## src/rtl/fetch_pkg.sv

```systemverilog
// Shared types and constants for the decoupled instruction-fetch front end.
package fetch_pkg;

    localparam int DW = 32;
    localparam int AW = 32;

    localparam logic [31:0] NOP_INSTR = 32'h0000_0013;
    localparam logic [31:0] PC_INC    = 32'd4;

    typedef struct packed {
        logic [AW-1:0] pc;
        logic [DW-1:0] data;
        logic          filled;
    } fetch_entry_t;

endpackage

```

## src/rtl/fetch_ring.sv

```systemverilog
// Slot ring with separate reserve (alloc), data-return (fill) and consume (head) pointers.
module fetch_ring #(
    parameter int DEPTH = 4
) (
    input  logic                         clk,
    input  logic                         rst,
    input  logic                         i_alloc,
    input  logic [fetch_pkg::AW-1:0]     i_alloc_pc,
    input  logic                         i_fill,
    input  logic [fetch_pkg::DW-1:0]     i_fill_data,
    input  logic                         i_pop,
    input  logic                         i_flush,
    output logic [$clog2(DEPTH):0]       o_occ,
    output logic [$clog2(DEPTH):0]       o_inflight,
    output fetch_pkg::fetch_entry_t      o_head
);
    import fetch_pkg::*;

    localparam int PW = $clog2(DEPTH);

    fetch_entry_t r_slot [DEPTH];
    logic [PW:0]  r_alloc_ptr;
    logic [PW:0]  r_fill_ptr;
    logic [PW:0]  r_head_ptr;

    logic [PW-1:0] w_alloc_idx;
    logic [PW-1:0] w_fill_idx;
    logic [PW-1:0] w_head_idx;

    assign w_alloc_idx = r_alloc_ptr[PW-1:0];
    assign w_fill_idx  = r_fill_ptr[PW-1:0];
    assign w_head_idx  = r_head_ptr[PW-1:0];

    assign o_occ      = r_alloc_ptr - r_head_ptr;
    assign o_inflight = r_alloc_ptr - r_fill_ptr;
    assign o_head     = r_slot[w_head_idx];

    // Pop, alloc and fill never target the same slot field in one cycle.
    always_ff @(posedge clk or negedge rst) begin
        if (!rst) begin
            r_alloc_ptr <= '0;
            r_fill_ptr  <= '0;
            r_head_ptr  <= '0;
            for (int i = 0; i < DEPTH; i++) begin
                r_slot[i] <= '0;
            end
        end else if (i_flush) begin
            r_alloc_ptr <= '0;
            r_fill_ptr  <= '0;
            r_head_ptr  <= '0;
            for (int i = 0; i < DEPTH; i++) begin
                r_slot[i].filled <= 1'b0;
            end
        end else begin
            if (i_pop) begin
                r_slot[w_head_idx].filled <= 1'b0;
                r_head_ptr <= r_head_ptr + (PW+1)'(1);
            end
            if (i_alloc) begin
                r_slot[w_alloc_idx].pc     <= i_alloc_pc;
                r_slot[w_alloc_idx].filled <= 1'b0;
                r_alloc_ptr <= r_alloc_ptr + (PW+1)'(1);
            end
            if (i_fill) begin
                r_slot[w_fill_idx].data   <= i_fill_data;
                r_slot[w_fill_idx].filled <= 1'b1;
                r_fill_ptr <= r_fill_ptr + (PW+1)'(1);
            end
        end
    end

endmodule

```

## src/rtl/fetch_queue.sv

```systemverilog
// Decoupled fetch stage: sequential PC generation, in-order imem requests,
// show-ahead instruction queue and redirect flush with stale-response dropping.
module fetch_queue #(
    parameter int             DW       = fetch_pkg::DW,
    parameter int             AW       = fetch_pkg::AW,
    parameter int             DEPTH    = 4,
    parameter logic [AW-1:0]  RESET_PC = '0
) (
    input  logic          clk,
    input  logic          rst,
    input  logic          redirect_i,
    input  logic [AW-1:0] redirect_pc_i,
    output logic          imem_req_o,
    output logic [AW-1:0] imem_addr_o,
    input  logic          imem_gnt_i,
    input  logic          imem_rvalid_i,
    input  logic [DW-1:0] imem_rdata_i,
    output logic          instr_valid_o,
    output logic [DW-1:0] instr_o,
    output logic [AW-1:0] pc_o,
    input  logic          instr_ready_i
);
    import fetch_pkg::*;

    localparam int PW = $clog2(DEPTH);

    logic [AW-1:0] r_pc;
    logic [PW:0]   r_drop_cnt;

    logic [PW:0]   w_occ;
    logic [PW:0]   w_inflight;
    logic [PW+1:0] w_pending;
    fetch_entry_t  w_head;
    logic          w_grant;
    logic          w_pop;
    logic          w_drop_rsp;
    logic          w_fill;

    fetch_ring #(
        .DEPTH (DEPTH)
    ) u_ring (
        .clk         (clk),
        .rst         (rst),
        .i_alloc     (w_grant),
        .i_alloc_pc  (r_pc),
        .i_fill      (w_fill),
        .i_fill_data (imem_rdata_i),
        .i_pop       (w_pop),
        .i_flush     (redirect_i),
        .o_occ       (w_occ),
        .o_inflight  (w_inflight),
        .o_head      (w_head)
    );

    // Reserved slots plus responses still owed to a flushed stream cap new requests.
    assign w_pending  = {1'b0, w_occ} + {1'b0, r_drop_cnt};
    assign imem_req_o = rst && !redirect_i && (w_pending < (PW+2)'(DEPTH));
    assign imem_addr_o = r_pc;
    assign w_grant    = imem_req_o && imem_gnt_i;

    assign w_drop_rsp = imem_rvalid_i && (r_drop_cnt != '0);
    assign w_fill     = imem_rvalid_i && !w_drop_rsp && !redirect_i
                        && (w_inflight != '0);

    assign instr_valid_o = w_head.filled && (w_occ != '0) && !redirect_i;
    assign w_pop         = instr_valid_o && instr_ready_i;
    assign instr_o       = instr_valid_o ? DW'(w_head.data) : DW'(NOP_INSTR);
    assign pc_o          = instr_valid_o ? AW'(w_head.pc) : '0;

    always_ff @(posedge clk or negedge rst) begin
        if (!rst) begin
            r_pc       <= RESET_PC;
            r_drop_cnt <= '0;
        end else if (redirect_i) begin
            r_pc       <= {redirect_pc_i[AW-1:2], 2'b00};
            r_drop_cnt <= r_drop_cnt + w_inflight
                          - {{PW{1'b0}}, imem_rvalid_i};
        end else begin
            if (w_grant) begin
                r_pc <= r_pc + AW'(PC_INC);
            end
            if (w_drop_rsp) begin
                r_drop_cnt <= r_drop_cnt - (PW+1)'(1);
            end
        end
    end

    rvalid_has_owner: assert property (
        @(posedge clk) disable iff (!rst)
        imem_rvalid_i |-> (r_drop_cnt != '0 || w_inflight != '0)
    );

endmodule

```

## config.mk

```make
export PLATFORM = sky130hd
export DESIGN_NAME = fetch_queue
export DESIGN_NICKNAME = d
export VERILOG_FILES = /design/src/rtl/fetch_pkg.sv /design/src/rtl/fetch_ring.sv /design/src/rtl/fetch_queue.sv
export SDC_FILE = /design/constraint.sdc
export NUM_CORES = 1
export LEC_CHECK = 0
export ABC_CLOCK_PERIOD_IN_PS = 4600
export BUFFER_PORTS_ARGS = -buffer_cell sky130_fd_sc_hd__buf_2
export CORE_MARGIN = 1
export CORE_UTILIZATION = 35
export DETAILED_ROUTE_END_ITERATION = 12
export HOLD_SLACK_MARGIN = 0.15
export MAX_ROUTING_LAYER = met4
export SLEW_MARGIN = 25
export SYNTH_ARGS = -nofsm -noshare
export SYNTH_HDL_FRONTEND = slang
export SYNTH_SLANG_ARGS = --single-unit
```

## constraint.sdc

```tcl
create_clock -name clk -period 4.6 [get_ports clk]
set_clock_uncertainty 0.05 [all_clocks]
set_input_delay 0.92 -clock clk [delete_from_list [all_inputs] [get_ports clk]]
set_output_delay 0.92 -clock clk [all_outputs]
set_load 0.02 [all_outputs]
```

# Yosys cells after proc, flatten, opt, wreduce, memory -nomap -nowiden
# Cells that the tools add are included.
# word_totals
register_bits	304
inputBits	70
output_inout_bits	98
word_cells	98
# op_classes
n_addsub	10
magnitude_cmp	7
n_mux	39
bitwise_logic	3
reduce_logical	22
# ops
cell	n
$bwmux 260	5
$mux 260	5
$demux 65 s2	5
$mux 65	3
$bmux 65 s2	1
$mux 32	4
$mux 33	1
$add 32x3->32 const B	1
$mux 3	8
$logic_and 1x1->1	13
$add 3x1->3 const B	3
$ge 3x3->1 const B	3
$lt 3x1->1 const B	3
$not 2->3	3
$reduce_bool 3->1	3
$reduce_bool 2->1	4
$mux 1	7
$sub 3x3->3	2
$add 3x3->4	1
$lt 4x3->1 const B	1
$add 3x3->3	1
$sub 3x1->3	1
$sub 3x1->3 const B	1
$logic_not 1->1	2

# Longest topological paths before layout
# depth
word_depth	17
ltp_mapped	13
ltp_nobuf	11

# Modules after synthesis
# Synthesis repeated with hierarchy kept, for this count alone.
# unflattened
hier_cells	1038
area_unflattened_um2	14571.5
# by_module_without_submodules
mod	instances	cells_per_inst	area_per_inst_um2	seq_area_each_um2
fetch_ring	1	705	11930.2	6731.5
fetch_queue	1	333	2641.3	825.8

# Least setup slack after synthesis
# Ideal clock, no wire load.
# synth_timing
kind	register to output
from	reg u_ring.r_head_ptr[1]
to	out pc_o[21]
arrival_time_ps	2815
required_time_ps	3630
path_slack_ps	815
path_stages_with_launch	11
path_buffers	5
path_cell_list	dfrtp_1 -> buf_2 -> buf_1 -> inv_1 -> fa_1 -> xnor3_2 -> or3b_1 -> buf_6 -> buf_6 -> buf_6 -> and3_1
# synth_via
elab_chain_cells	7
elab_cells_between_ends	9
classes_between	add/sub: 1; mux: 4; bitwise: 1; reduce/logical: 3
# synth_lines
item	line_no	source
start, declared	fetch_ring.sv:24	logic [PW:0] r_head_ptr;
start signal, assigned	fetch_ring.sv:57	r_head_ptr <= r_head_ptr + (PW+1)'(1);
branches (longest 6 deep; another with $sub 3x3->3)	-	
$mux 32 *	fetch_queue.sv:68	assign pc_o = instr_valid_o ? AW'(w_head.pc) : '0;
end, declared	fetch_queue.sv:20	output logic [AW-1:0] pc_o,
# Mark *: on every way between the ends. The select of a mux whose other input is x is not followed.

# Final worst setup path
# layout_timing
from	reg u_ring.r_alloc_ptr[0]
to	out instr_o[3]
# layout_via
elab_chain_cells	5
# layout_lines
item	line_no	source
start, declared	fetch_ring.sv:22	logic [PW:0] r_alloc_ptr;
start signal, assigned	fetch_ring.sv:62	r_alloc_ptr <= r_alloc_ptr + (PW+1)'(1);
$sub 3x3->3	fetch_ring.sv:34	assign o_occ = r_alloc_ptr - r_head_ptr;
$reduce_bool 3->1	fetch_queue.sv:65	assign instr_valid_o = w_head.filled && (w_occ != '0) && !redirect_i;
$logic_and 1x1->1 (2 in a row)	fetch_queue.sv:65	
$mux 32	fetch_queue.sv:67	assign instr_o = instr_valid_o ? DW'(w_head.data) : DW'(NOP_INSTR);
end, declared	fetch_queue.sv:19	output logic [DW-1:0] instr_o,
# No other way between the ends.

==> impl_summary.md <==
Run status
The flow ran to the end, and the final reports show no timing, DRC or antenna violations.

Logic synthesis
Yosys attributes the largest share of cell area to dfrtp_1, mux2_2, mux4_2, and3_1, ha_1. The synthesized area divided by synthesized cell count is 13.8 sq um. The primary flip-flop cell chosen by synthesis mapping is dfrtp_1.

Ranked by instance count, the synthesized netlist is headed by dfrtp_1, mux2_2, nand2_1. The share of async-settable or async-resettable flops after synthesis is 100%. The most instantiated library cell after synthesis is dfrtp_1. In this run, synthesis inferred 0 flip-flops with an integrated enable. The post-synthesis cell count is 1036. The register bit count reported by yosys is 294.

The netlist uses 63 different library cells. The synthesized design devotes to its leading area cell type 51.4% of total area. The sequential cell area fraction in the yosys report is 51.4%. The number of warnings reported in the yosys synthesis log is 0. The post-synthesis instance area is 0.0143 sq mm.

The largest total area in the synthesized netlist belongs to dfrtp_1.

Critical path
The setup check on the worst reg-to-reg path leaves a slack of 0.64 ns. The library cell contributing the largest single delay on the critical path is or3b_4. The end of the worst register-to-register path is u_ring.r_slot[50]$_DFFE_PN0P_. The largest single stage delay on the critical path is 0.53 ns. The class of the most critical setup path is flop to output pin. The count of cells along the worst register-to-register path is 11. STA classifies the critical path startpoint as a flop. The worst register-to-register path begins at u_ring.r_alloc_ptr[0]$_DFFE_PN0P_.

The top fanout value on the critical path is 32. Data on the critical path arrives at its endpoint at 3.34 ns. The required arrival time at the worst endpoint is 3.63 ns. Walking the worst path, the cells encountered are inv_1 -> ha_1 -> inv_1 -> fa_1 -> xnor3_2 -> or3b_4 -> buf_4 -> and3_1 -> buf_2. STA classifies the critical path endpoint as an output pin.

Counting stages on the worst path, the most repeated cell is inv_1.

Clock tree
The total clock buffers created by CTS is 35. TritonCTS built the clock tree. The total number of clock tree sinks is 294.

Clock latency on the worst-skew pair, taken at its later pin, is 0.54 ns. The maximum clock insertion buffer count is 3. The clock tree root driver cell is clkbuf_16. The total setup buffers inserted after CTS is 0. The clock tree synthesis step divided the H-tree into 2 levels.

Clock-pin slew was measured on the worst setup and hold paths at 0.05 ns.

Power
The static leakage is 0.00818 uW. The total power is 7260 uW. For this design the ratio of total power to cell area is 435 mW/mm^2. The largest vdd supply drop is 0.240 mV.

Routing
The number of DRC violations after detailed-routing iteration 0 is 435. The count of nets left with antenna violations once routing finished came out at 0. In the routed design, unresolved DRC markers number 0.

The detailed-route wire length per cell is 20.4 um. The first-pass iteration count of the detailed router is 4. For this block, the via count after detailed routing is 8977. Summed over all layers, the routed wires come to 35.3 mm.

Dividing the detail-routed via count by the number of cells gives 5.18.

Timing
The final critical-path share of the clock period is 93.7%. The actual slew at the worst max-slew pin is 0.851 ns. Setup violations remaining at the end of the flow were counted as 0. The headroom to the max-slew limit is 43.3%.

The highest clock rate is 232 MHz. The final count of hold timing violations is 0. Setup repair after global routing left no endpoint under its margin. The time the worst path needs with I/O delays and setup is 4.31 ns.

For the final routed database, the setup TNS stands at 0 ns. The final number of max-transition violations is 0.

Floorplanning
Row generation in the floorplan step produced 73 rows. The I/O pin total is 168. The floorplan step defined a die boundary enclosing 0.0417 sq mm. The horizontal die dimension is 204 um.

The area inside the core boundary is 0.0400 sq mm. For this configuration, the core starts out at a cell density of 35.8%. The height of the chip is 204 um.

Global routing
The first global-routing pass estimated 56.0 mm of wire. Entering global routing, the biggest net connects 78 pins. The initial antenna violation count is 3. The number of global-route vias before repair is 9413. The overall track demand over capacity in global routing is 18.1%.

The leftover overflow at the end of global routing is 0.

Placed design
The count of buffers from port buffering is 161. The placed wire-length estimate after detailed placement is 22.3 mm. The global placer's final weighted congestion is 0.778. The total placed cells including tap cells is 1666.

Final layout
The number of nets in the final layout is 1273. The post-synthesis to final-layout area growth is 16.7%. The number of standard cells in the final layout excluding fillers is 1732.

In the final layout, the share of cells above drive strength 1 is 45.8%. The final design utilization is 41.7%.

Run
Across the run, the number of max-cap violations was 0.

Hold path
The worst min-delay path class is primary input to asynchronous set/reset pin.
-- through the flow --
step / setup slack, ns / instance area (sq um) / hold WS, ns
after CTS: 0.159 / 16700 / 0.173
after global routing: 0.0972 / 16700 / 0.185
after floorplan: 0.815 / 14300 / 0.394
after global placement: 0.603 / 15500 / 0.408
after detailed placement: 0.580 / 15500 / 0.417
final: 0.288 / 16700 / 0.198
-- state kept, by name, summed over array words and instances, names as in the netlist --
signal,flops
u_ring.r_slot,252
r_drop_cnt,3
u_ring.r_alloc_ptr,3
imem_addr_o,30
u_ring.r_head_ptr,3
u_ring.r_fill_ptr,3
-- kinds of logic after synthesis --
family	count (synthesis)	synth area share [%]
DFF	294	51.4
xor gates and xnor gates	14	1.08
adders and majority gates	25	2.34
muxes	303	28.8
AOI/OAI and AO/OA	81	4.04
buffers and inverters	103	4.10
and+or+nand+nor	215	8.22
other	1	0.0262
-- metal layers --
metal	GRT usage [%]	vias up	wire length [um]
met5	-	-	0
met2	27.8	174	16900
met4	5.33	0	718
li1	-	4100	-
met3	3.43	52	1670
met1	24.5	4651	16000
-- worst max-delay path: cells and delay by family, from the launching register on --
family	cells	cell delay, ns
simple gates	2	0.73
buf+inv	4	0.69
fa+ha+maj	2	0.55
flops	1	0.41
xor+xnor	1	0.39
-- cells in the final DEF (no fill, tap or decap), drive strengths merged, types with 3 or more instances in the layout --
| master | synthesis | layout |
|---|---|---|
| xnor2 | 7 | 7 |
| and2 | 3 | 3 |
| mux4 | 63 | 63 |
| dfrtp | 294 | 294 |
| o211ai | 12 | 12 |
| nand3 | 21 | 21 |
| o311ai | 8 | 8 |
| diode | 0 | 4 |
| conb | 1 | 4 |
| mux2 | 237 | 237 |
| and3 | 63 | 63 |
| fa | 3 | 3 |
| xor2 | 5 | 5 |
| or2b | 3 | 3 |
| a22oi | 3 | 3 |
| nor3 | 6 | 6 |
| a221o | 3 | 3 |
| ha | 22 | 22 |
| nand4 | 15 | 15 |
| buf | 53 | 184 |
| a211oi | 3 | 3 |
| clkinv | 0 | 5 |
| o21ai | 26 | 26 |
| a21o | 3 | 3 |
| o2111ai | 3 | 3 |
| nand2 | 69 | 69 |
| nor2 | 21 | 21 |
| a21oi | 9 | 9 |
| inv | 21 | 22 |
| mux2i | 3 | 3 |
| clkbuf | 29 | 54 |
-- worst max path at each step --
| stage | from | end | slack, ns | cells after the start |
|---|---|---|---|---|
| after floorplan | u_ring.r_head_ptr[1]$_DFFE_PN0P_ | pc_o[21] | 0.81 | 10 |
| after global placement | u_ring.r_alloc_ptr[0]$_DFFE_PN0P_ | instr_o[17] | 0.60 | 9 |
| after detailed placement | u_ring.r_alloc_ptr[0]$_DFFE_PN0P_ | instr_o[3] | 0.58 | 9 |
| after CTS | u_ring.r_head_ptr[0]$_DFFE_PN0P_ | instr_o[4] | 0.16 | 5 |
| after global routing | u_ring.r_alloc_ptr[0]$_DFFE_PN0P_ | instr_o[3] | 0.1 | 9 |
| final | u_ring.r_alloc_ptr[0]$_DFFE_PN0P_ | instr_o[3] | 0.29 | 9 |
-- report_power, final --
| group | internal (uW) | switching [uW] | total (uW) |
|---|---|---|---|
| registers | 3000 | 261 | 3260 |
| logic | 700 | 521 | 1220 |
| clock network | 1660 | 1110 | 2770 |
-- area by class of cell --
class                   instances  area [sq um]
diodes                          4          10.0
clock buffers                  54          1030
clock inverters                 8           113
fillers                      3769         23300
inverters                      21          83.8
multi-input cells             642          6390
flip-flops and latches        294          7360
well taps                     525           657
repair buffers                184          1050
-- repair_timing --
action | CTS | global route
resized for setup | 1 | 0
hold buffers | 0 | 0
setup endpoints to repair | 3 | 0
Note: power is estimated with default switching activity, not from simulation.
